--- src/rtl/branch_resolve_pkg.sv ---
// branch_resolve_pkg: compare codes, branch conditions and resolver states
package branch_resolve_pkg;
  localparam logic [1:0] COMP_EQ  = 2'b00;
  localparam logic [1:0] COMP_LE  = 2'b01;
  localparam logic [1:0] COMP_GE  = 2'b10;
  localparam logic [1:0] COMP_INV = 2'b11;
  typedef enum logic [2:0] {
    BR_NEVER, BR_ALWAYS, BR_EQ, BR_NE, BR_LT, BR_GE, BR_LE, BR_GT
  } br_cond_t;
  typedef enum logic {BRS_IDLE, BRS_HOLD} brs_state_t;
endpackage

--- src/rtl/branch_resolve_cond_eval.sv ---
// branch_resolve_cond_eval: combinational condition-code evaluation against compare flags
module branch_resolve_cond_eval
  import branch_resolve_pkg::*;
(
  input  logic [1:0] flags,
  input  logic       flags_valid,
  input  logic [2:0] cond,
  output logic       taken
);
  logic eq, lt, gt;
  always_comb begin
    eq = flags == COMP_EQ;
    lt = flags == COMP_LE;
    gt = flags == COMP_GE;
    taken = cond == BR_ALWAYS ? 1'b1 :
            !flags_valid      ? 1'b0 :
            cond == BR_EQ     ? eq :
            cond == BR_NE     ? !eq :
            cond == BR_LT     ? lt :
            cond == BR_GE     ? eq || gt :
            cond == BR_LE     ? eq || lt :
            cond == BR_GT     ? gt : 1'b0;
  end
endmodule

--- src/rtl/branch_resolve.sv ---
// branch_resolve: flags register, conditional-jump evaluation and held PC redirect with flush
module branch_resolve
  import branch_resolve_pkg::*;
#(
  parameter int CPU_WIDTH = 16,
  parameter int CNT_WIDTH = 16
) (
  input  logic                 clk,
  input  logic                 rst_n,
  input  logic                 cmp_we,
  input  logic [1:0]           cmp_in,
  input  logic                 br_valid,
  output logic                 br_ready,
  input  logic [2:0]           br_cond,
  input  logic [CPU_WIDTH-1:0] br_target,
  output logic                 redirect_valid,
  input  logic                 redirect_ready,
  output logic [CPU_WIDTH-1:0] redirect_pc,
  output logic                 flush,
  output logic [1:0]           flags,
  output logic                 flags_valid,
  output logic [CNT_WIDTH-1:0] taken_cnt
);
  brs_state_t state;
  logic [1:0] eff_flags;
  logic       eff_valid, taken;
  // Same-cycle compare result bypasses the flags register
  always_comb begin
    eff_flags = cmp_we ? cmp_in : flags;
    eff_valid = cmp_we ? cmp_in != COMP_INV : flags_valid;
    br_ready  = state == BRS_IDLE;
  end
  branch_resolve_cond_eval u_cond_eval (
    .flags       (eff_flags),
    .flags_valid (eff_valid),
    .cond        (br_cond),
    .taken       (taken)
  );
  always_ff @(posedge clk) begin
    if (!rst_n) begin
      state          <= BRS_IDLE;
      flags          <= COMP_INV;
      flags_valid    <= 1'b0;
      redirect_valid <= 1'b0;
      redirect_pc    <= '0;
      flush          <= 1'b0;
      taken_cnt      <= '0;
    end else begin
      flush <= 1'b0;
      if (cmp_we) begin
        flags       <= cmp_in;
        flags_valid <= cmp_in != COMP_INV;
      end
      if (state == BRS_IDLE) begin
        if (br_valid && taken) begin
          redirect_valid <= 1'b1;
          redirect_pc    <= br_target;
          flush          <= 1'b1;
          taken_cnt      <= taken_cnt + 1'b1;
          state          <= BRS_HOLD;
        end
      end else if (redirect_ready) begin
        redirect_valid <= 1'b0;
        state          <= BRS_IDLE;
      end
    end
  end
endmodule

--- config.mk ---
export PLATFORM = sky130hd
export DESIGN_NAME = branch_resolve
export DESIGN_NICKNAME = d
export VERILOG_FILES = /design/src/rtl/branch_resolve_pkg.sv /design/src/rtl/branch_resolve_cond_eval.sv /design/src/rtl/branch_resolve.sv
export SDC_FILE = /design/constraint.sdc
export NUM_CORES = 1
export LEC_CHECK = 0
export ABC_CLOCK_PERIOD_IN_PS = 2009
export CORE_MARGIN = 8
export CORE_UTILIZATION = 35
export CTS_BUF_LIST = sky130_fd_sc_hd__clkbuf_16
export DETAILED_ROUTE_END_ITERATION = 7
export GPL_TIMING_DRIVEN = 0
export PLACE_DENSITY = 0.65
export SLEW_MARGIN = 10
export SYNTH_ARGS = -nofsm -noshare
export SYNTH_HDL_FRONTEND = slang
export SYNTH_SLANG_ARGS = --single-unit
--- constraint.sdc ---
create_clock -name clk -period 2.01 [get_ports clk]
set_input_delay 0.201 -clock clk [delete_from_list [all_inputs] [get_ports clk]]
set_output_delay 0.201 -clock clk [all_outputs]
set_load 0.005 [all_outputs]
==> results.toml, run 1 <==
[pwr]
p_leak_nw = 0.904
powerDensity_mw_per_mm2 = 678
switching_power_mw = 0.435
ir_drop_uv = 429
power.total_mw = 1.79
pwr-share-clk_pct = 41.3
combPwrFrac_pct = 14.6
switching_share_pct = 24.3
p_int_mw = 1.36
p_seq_share_pct = 44.1

[timing]
slew_headroom_pct = 63.5
drv_slew = 0
worstMarginPinSlew_ns = 0.547
fmaxAchievable_mhz = 539
rsz0062_at_grt = "false"
period_needed_ns = 1.85
timing.final.ws_setup_ns = 0.155
hold_viol = 0
hold_ws_ns = 0.314
clock_skew_ns = 0.00366
setup_viol = 0
fin_crit_sh_pct = 92.3

[routing]
wl_um = 5300
routed_via_density = 5.33
drc = 0
dr.pass1.iters = 4
vias = 1818
wl_per_cell_um = 15.5
dr.first_iter.drc_count = 99
drt.antenna.violating_nets = 0

[global_route]
grt.total_usage_pct = 13.9
grt_pass1_wl_um = 8420
antenna_found_initial = 0
grt_max_degree = 12
grt_pass1_vias = 1798
overflow = 0

[worst_setup_path]
required_ns = 2.15
cpMaxStageDelayCell = "dlygate4sd2_1"
critPathKind = "in -> reg"
arrival_ns = 2.00
cp_max_fo = 10
ff2ff_setup_slack_ns = 0.17
crit_path_end_kind = "register"
path_cells = "dlygate4sd2_1 -> a21bo_1 -> o221ai_2 -> o2111ai_4 -> buf_6 -> clkbuf_2 -> o31ai_1 -> a21oi_2"
cp-start-kind = "input pin"
max_stage_delay_ns = 0.32

[hold_path]
holdCritPathClass = "in -> reg"

[run]
max_cap_viol_count = 0

[outcome]
status = "complete, no violations"

[die]
num_rows = 25
fp.dieH_um = 86.8
fp.dieW_um = 86.8
fp.coreArea_mm2 = 0.00479
initial_core_util_pct = 36.7
io-pin-count = 64
fp.dieArea_mm2 = 0.00754

[logic_synthesis]
synth.avg_cell_area_um2 = 8.70
ys_ff_latch = 38
yosysWarnings = 0
synthesis.nets = 229
seq_area_frac_synth_pct = 43.3
netlist_area_mm2 = 0.00176
synth_cells = 202
yosys.cell_types.count = 32

[clocking]
cts-buffers-inserted = 5
root_buffer = "clkbuf_16"
clock_latency_ns = 0.28
clkTransAtPathRegs_ns = 0.06
cts_tree = "yes"
clock_sinks = 38
clock_path_buffers = 2
htreeDepth = 2

[cells_and_area]
layout-drive-gt1-share_pct = 8.03
syn2layout_area_growth_pct = 50.2
post-route-util_pct = 55.1
nets = 300
stdcell_count = 341
antenna_cells = 0

[placed_design]
gp_congestion = 0.800
port_buffers = 63
post-place-ws_ns = -0.604
dp_cells = 332
dp_hpwl_um = 3780
==> through the flow <==
stage | setup TNS (ns) | area (um^2)
final | 0 | 2640
after global routing | 0 | 2640
after CTS | 0 | 2620
after detailed placement | -13.36 | 2470
after global placement | -12.63 | 2470
after floorplan | 0 | 1760
==> registers in the layout, summed over array words and instances, names as in the netlist <==
register / flops
redirect_pc: 16
flags: 2
flags_valid: 1
redirect_valid: 1
taken_cnt: 16
state: 1
flush: 1
==> cell families after synthesis <==
| group | count (synthesis) | synth area share [%] |
|---|---|---|
| and+or+nand+nor | 68 | 22.3 |
| AOI/OAI and AO/OA | 70 | 25.1 |
| buffers and inverters | 20 | 5.70 |
| DFF | 38 | 43.3 |
| adders and majority gates | 1 | 0.712 |
| muxes | 5 | 2.85 |
==> layout make-up <==
type / count / area [um^2]
Fill cell: 468 / 2150
Multi-Input combinational cell: 144 / 908
Sequential cell: 38 / 761
Timing Repair Buffer: 64 / 641
Clock buffer: 5 / 125
Buffer: 17 / 96.3
Tap cell: 67 / 83.8
Clock inverter: 3 / 12.5
Inverter: 3 / 11.3
==> per-layer routing <==
layer,track usage (%),share of wire (%),vias up,routed length [um]
li1,-,-,905,-
met1,17.1,47,853,2480
met2,21.2,45,56,2390
met3,5.86,7.5,4,395
met4,4.54,0.76,0,40
met5,0,0,-,0
==> worst max-delay path: cells and delay by family <==
kind	cells	cell delay (ns)
AO/OA/AOI/OAI	5	1.09
buffers and inverters	3	0.71
==> synthesized netlist by cell type <==
cell / n / area share (%)
a211oi_1: 1 / 0.43
nand4_1: 3 / 1.1
nor3b_1: 2 / 0.85
o221ai_2: 2 / 1.7
nand3_1: 25 / 7.1
nor2_1: 1 / 0.21
nor2b_1: 2 / 0.71
o31ai_1: 12 / 5.1
ha_1: 1 / 0.71
nor3_1: 2 / 0.57
or4_1: 12 / 5.1
and3_1: 6 / 2.1
clkinv_1: 1 / 0.21
mux2i_1: 5 / 2.8
o2111a_1: 1 / 0.64
o21ai_1: 12 / 3.4
and2_1: 2 / 0.71
dfxtp_1: 38 / 43
nand2_1: 7 / 1.5
a2bb2oi_1: 1 / 0.50
nand2b_1: 4 / 1.4
o21a_1: 1 / 0.43
or3_1: 1 / 0.36
buf_6: 3 / 1.9
o2111ai_4: 1 / 1.5
and4_1: 1 / 0.50
a21bo_1: 1 / 0.57
a21oi_1: 32 / 9.1
buf_2: 2 / 0.57
clkbuf_1: 12 / 2.6
o21ai_0: 6 / 1.7
inv_1: 2 / 0.43
==> power by group through the flow <==
stage	Sequential (mW)	Combinational (mW)	Clock (mW)
floorplan	0.806	0.116	0
global placement	0.805	0.255	0
detailed placement	0.806	0.257	0
CTS	0.790	0.261	0.763
global route	0.792	0.284	0.796
finish	0.790	0.261	0.739
==> path summary, 6_finish.rpt <==
check             startpoint              to  depth (start not counted)
setup / recovery      cmp_we    taken_cnt[8]                          8
hold / removal     cmp_in[0]        flags[0]                          3
setup reg to reg    flags[0]    taken_cnt[9]                          7
hold reg to reg        state  redirect_valid                          1
==> placed cells by master, fill, tap and decap left out, drive strengths merged <==
master,netlist,layout
nor2,1,1
o21ai,18,18
clkdlybuf4s50,0,59
nor2b,2,2
nand2b,4,4
o2111a,1,1
o31ai,12,12
and4,1,1
nand2,7,7
mux2i,5,5
nand3,25,25
or3,1,1
dfxtp,38,38
o221ai,2,2
or4,12,12
a211oi,1,1
buf,5,6
a2bb2oi,1,1
dlygate4sd2,0,2
inv,2,3
ha,1,1
clkbuf,12,17
a21oi,32,32
o21a,1,1
nor3,2,2
clkinv,1,3
and2,2,2
dlymetal6s2s,0,2
o2111ai,1,1
and3,6,6
nand4,3,3
nor3b,2,2
a21bo,1,1
==> timing repair <==
action,in CTS,in global routing
setup buffers,1,0
pin swaps,1,2
setup endpoints to repair,21,23
gates resized for setup,6,8
hold buffers,0,0
No activity file was read; power rests on OpenSTA's default activity.
==> inputs of run 2 (changes only) <==
CTS_BUF_LIST = sky130_fd_sc_hd__clkbuf_4   (was sky130_fd_sc_hd__clkbuf_16)
PLACE_DENSITY = 0.68   (was 0.65)
SYNTH_HIERARCHICAL = 1   (was default)
==> results.toml, run 2 <==
[outcome]
status = "complete, but fails checks"
violations = "setup timing"

[logic_synthesis]
seq_area_frac_synth_pct = 49.3
netlist.area_leader.share_pct = 49.3
yosysMostFrequentCell = "nand2_1"
yosysWarnings = 6
synthAdderAreaFrac_pct = 0.810
yosys.cell_types.count = 36
yosys-top-cells-area = "dfxtp_1 (49%), nand2_1 (9.5%), a21oi_1 (6.2%)"
synth_largest_area_cell = "dfxtp_1"
synth.avg_cell_area_um2 = 8.63
netlist_area_mm2 = 0.00154
synth_xor_area_share_pct = 6.24
synth_async_sr_flop_share_pct = 0
synth_mux_area_share_pct = 3.40
ys_ff_latch = 38
synth_top_family_by_area = "simple AND/OR/NAND/NOR gates"
synth_cells = 179
synth_edf_count = 0
synth_common_cells = "nand2_1 (39), dfxtp_1 (38), a21oi_1 (19)"
synth_compound_area_share_pct = 10.5
yosys.area_share.simple_pct = 26.1
ys_dominant_reg_cell = "dfxtp_1"
synthesis.nets = 206

[die]
fp.dieH_um = 82.4
fp.dieW_um = 82.4
io-pin-count = 64
num_rows = 24
fp.coreArea_mm2 = 0.00429
fp.dieArea_mm2 = 0.00679
initial_core_util_pct = 36.0

[timing]
rsz0062_at_grt = "true"
hold_viol = 0
drv_slew = 0
worstMarginPinSlew_ns = 0.463
fmaxAchievable_mhz = 458
clock_skew_ns = 0.0106
timing.final.ws_setup_ns = -0.176
period_needed_ns = 2.19
fin_crit_sh_pct = 109
slew_headroom_pct = 69.1
setup_viol = 20

[placed_design]
dp_cells = 294
port_buffers = 63
gp_congestion = 0.735
dp_hpwl_um = 2920
post-place-ws_ns = -0.683

[global_route]
grt.total_usage_pct = 12.5
grt_pass1_wl_um = 6640
antenna_found_initial = 0
grt_pass1_vias = 1428
grt_max_degree = 20
overflow = 0

[routing]
wl_um = 3950
wl_per_cell_um = 12.8
met2_length_um = 1820
drt.antenna.violating_nets = 0
routed_via_density = 4.71
dr.first_iter.drc_count = 62
drc = 0
top_layer = "met4"
met3_length_um = 380
vias = 1454
wl_met1_um = 1730
dr.pass1.iters = 4

[pwr]
p_leak_nw = 0.868
power.total_mw = 1.40
powerDensity_mw_per_mm2 = 586
ir_drop_uv = 352

[clocking]
root_buffer = "clkbuf_4"
clock_sinks = 38
clkTransAtPathRegs_ns = 0.11
clock_path_buffers = 2
cts_tree = "yes"
clock_latency_ns = 0.33
htreeDepth = 2
cts-buffers-inserted = 5

[hold_path]
holdCritStartpoint = "br_target[7]"
holdCritPathClass = "in -> reg"

[worst_setup_path]
arrival_ns = 2.45
r2r-start = "flags[0]"
startpoint = "flags[0]"
cp-start-kind = "register"
required_ns = 2.28
critPathKind = "reg -> reg"
crit_path_end_kind = "register"
cp_max_fo = 5

[cells_and_area]
reg.largest.list = "redirect_pc (16), taken_cnt (16), flags (2)"
stdcell_count = 309
nets = 283
post-route-util_pct = 55.6
layout_common_cells = "clkdlybuf4s50_1 (62), nand2_1 (39), dfxtp_1 (37), a21oi_1 (18), nor2_1 (17)"
syn2layout_area_growth_pct = 54.5
final_common_cell = "clkdlybuf4s50_1"
antenna_cells = 0
nFillCells = 420
layout-drive-gt1-share_pct = 12.5

[run]
max_cap_viol_count = 0
-- run 2: cell type report --
class,count,area (um^2),area share [%]
sequential,38,762,31.9
buffer,7,50.0,2.10
inverter,4,15.0,0.629
clock buffer,6,45.0,1.89
clock inverter,2,8.76,0.367
timing repair buffer,71,691,28.9
tap,52,65.1,2.73
multi-input combinational,129,749,31.4
-- run 2: logic make-up after synthesis --
family                   Yosys count
AND/OR/NAND/NOR                   85
flip-flops                        38
AO/OA/AOI/OAI                     27
buffers and inverters             12
XOR/XNOR                          11
multiplexers                       5
adder cells (fa/ha/maj)            1
-- run 2: path summary, 6_finish.rpt --
path                                        end  slack [ns]  depth (start not counted)
worst max-delay path              taken_cnt[14]       -0.18                          9
worst min-delay path             redirect_pc[7]        0.40                          3
worst max register to register    taken_cnt[14]       -0.18                          9
worst min register to register  redirect_pc[13]        0.46                          2
-- run 2: critical path: stages, from the launching register on --
cell and delay (ns):
dfxtp_2 0.33, mux2_4 0.29, mux2i_1 0.12, o32ai_1 0.27, a22o_2 0.20, and3b_1 0.16
buf_6 0.12, nand3_4 0.07, or4_4 0.42, a21oi_2 0.13
-- run 2: timing repair --
item / 4_1_cts / 5_1_grt
endpoints found under the setup margin: 35 / 35
setup buffers: 1 / 7
gates cloned: 0 / 0
pin swaps: 7 / 4
gates resized for setup: 5 / 10
hold buffers: 0 / 0
-- run 2: per-stage QoR --
stage | hold slack, ns | cell area, um^2 | TNS (ns)
2_1_floorplan | 0.300 | 1550 | -0.0263
3_3_place_gp | 0.441 | 2240 | -18.85
3_5_place_dp | 0.448 | 2240 | -19.79
4_1_cts | 0.379 | 2310 | -0.572
5_1_grt | 0.391 | 2390 | -6.54
6_report | 0.398 | 2390 | -1.47
-- run 2: layer usage --
| metal | track usage [%] | up-vias |
|---|---|---|
| li1 | - | 761 |
| met1 | 14.9 | 649 |
| met2 | 19.2 | 40 |
| met3 | 5.84 | 4 |
| met4 | 4.21 | 0 |
| met5 | 0 | - |
-- run 2: where the power goes --
part | internal (mW) | leakage (nW) | total, mW | switching (mW)
clock | 0.145 | 0.0331 | 0.378 | 0.233
combinational | 0.139 | 0.527 | 0.227 | 0.0876
sequential | 0.779 | 0.308 | 0.795 | 0.0154
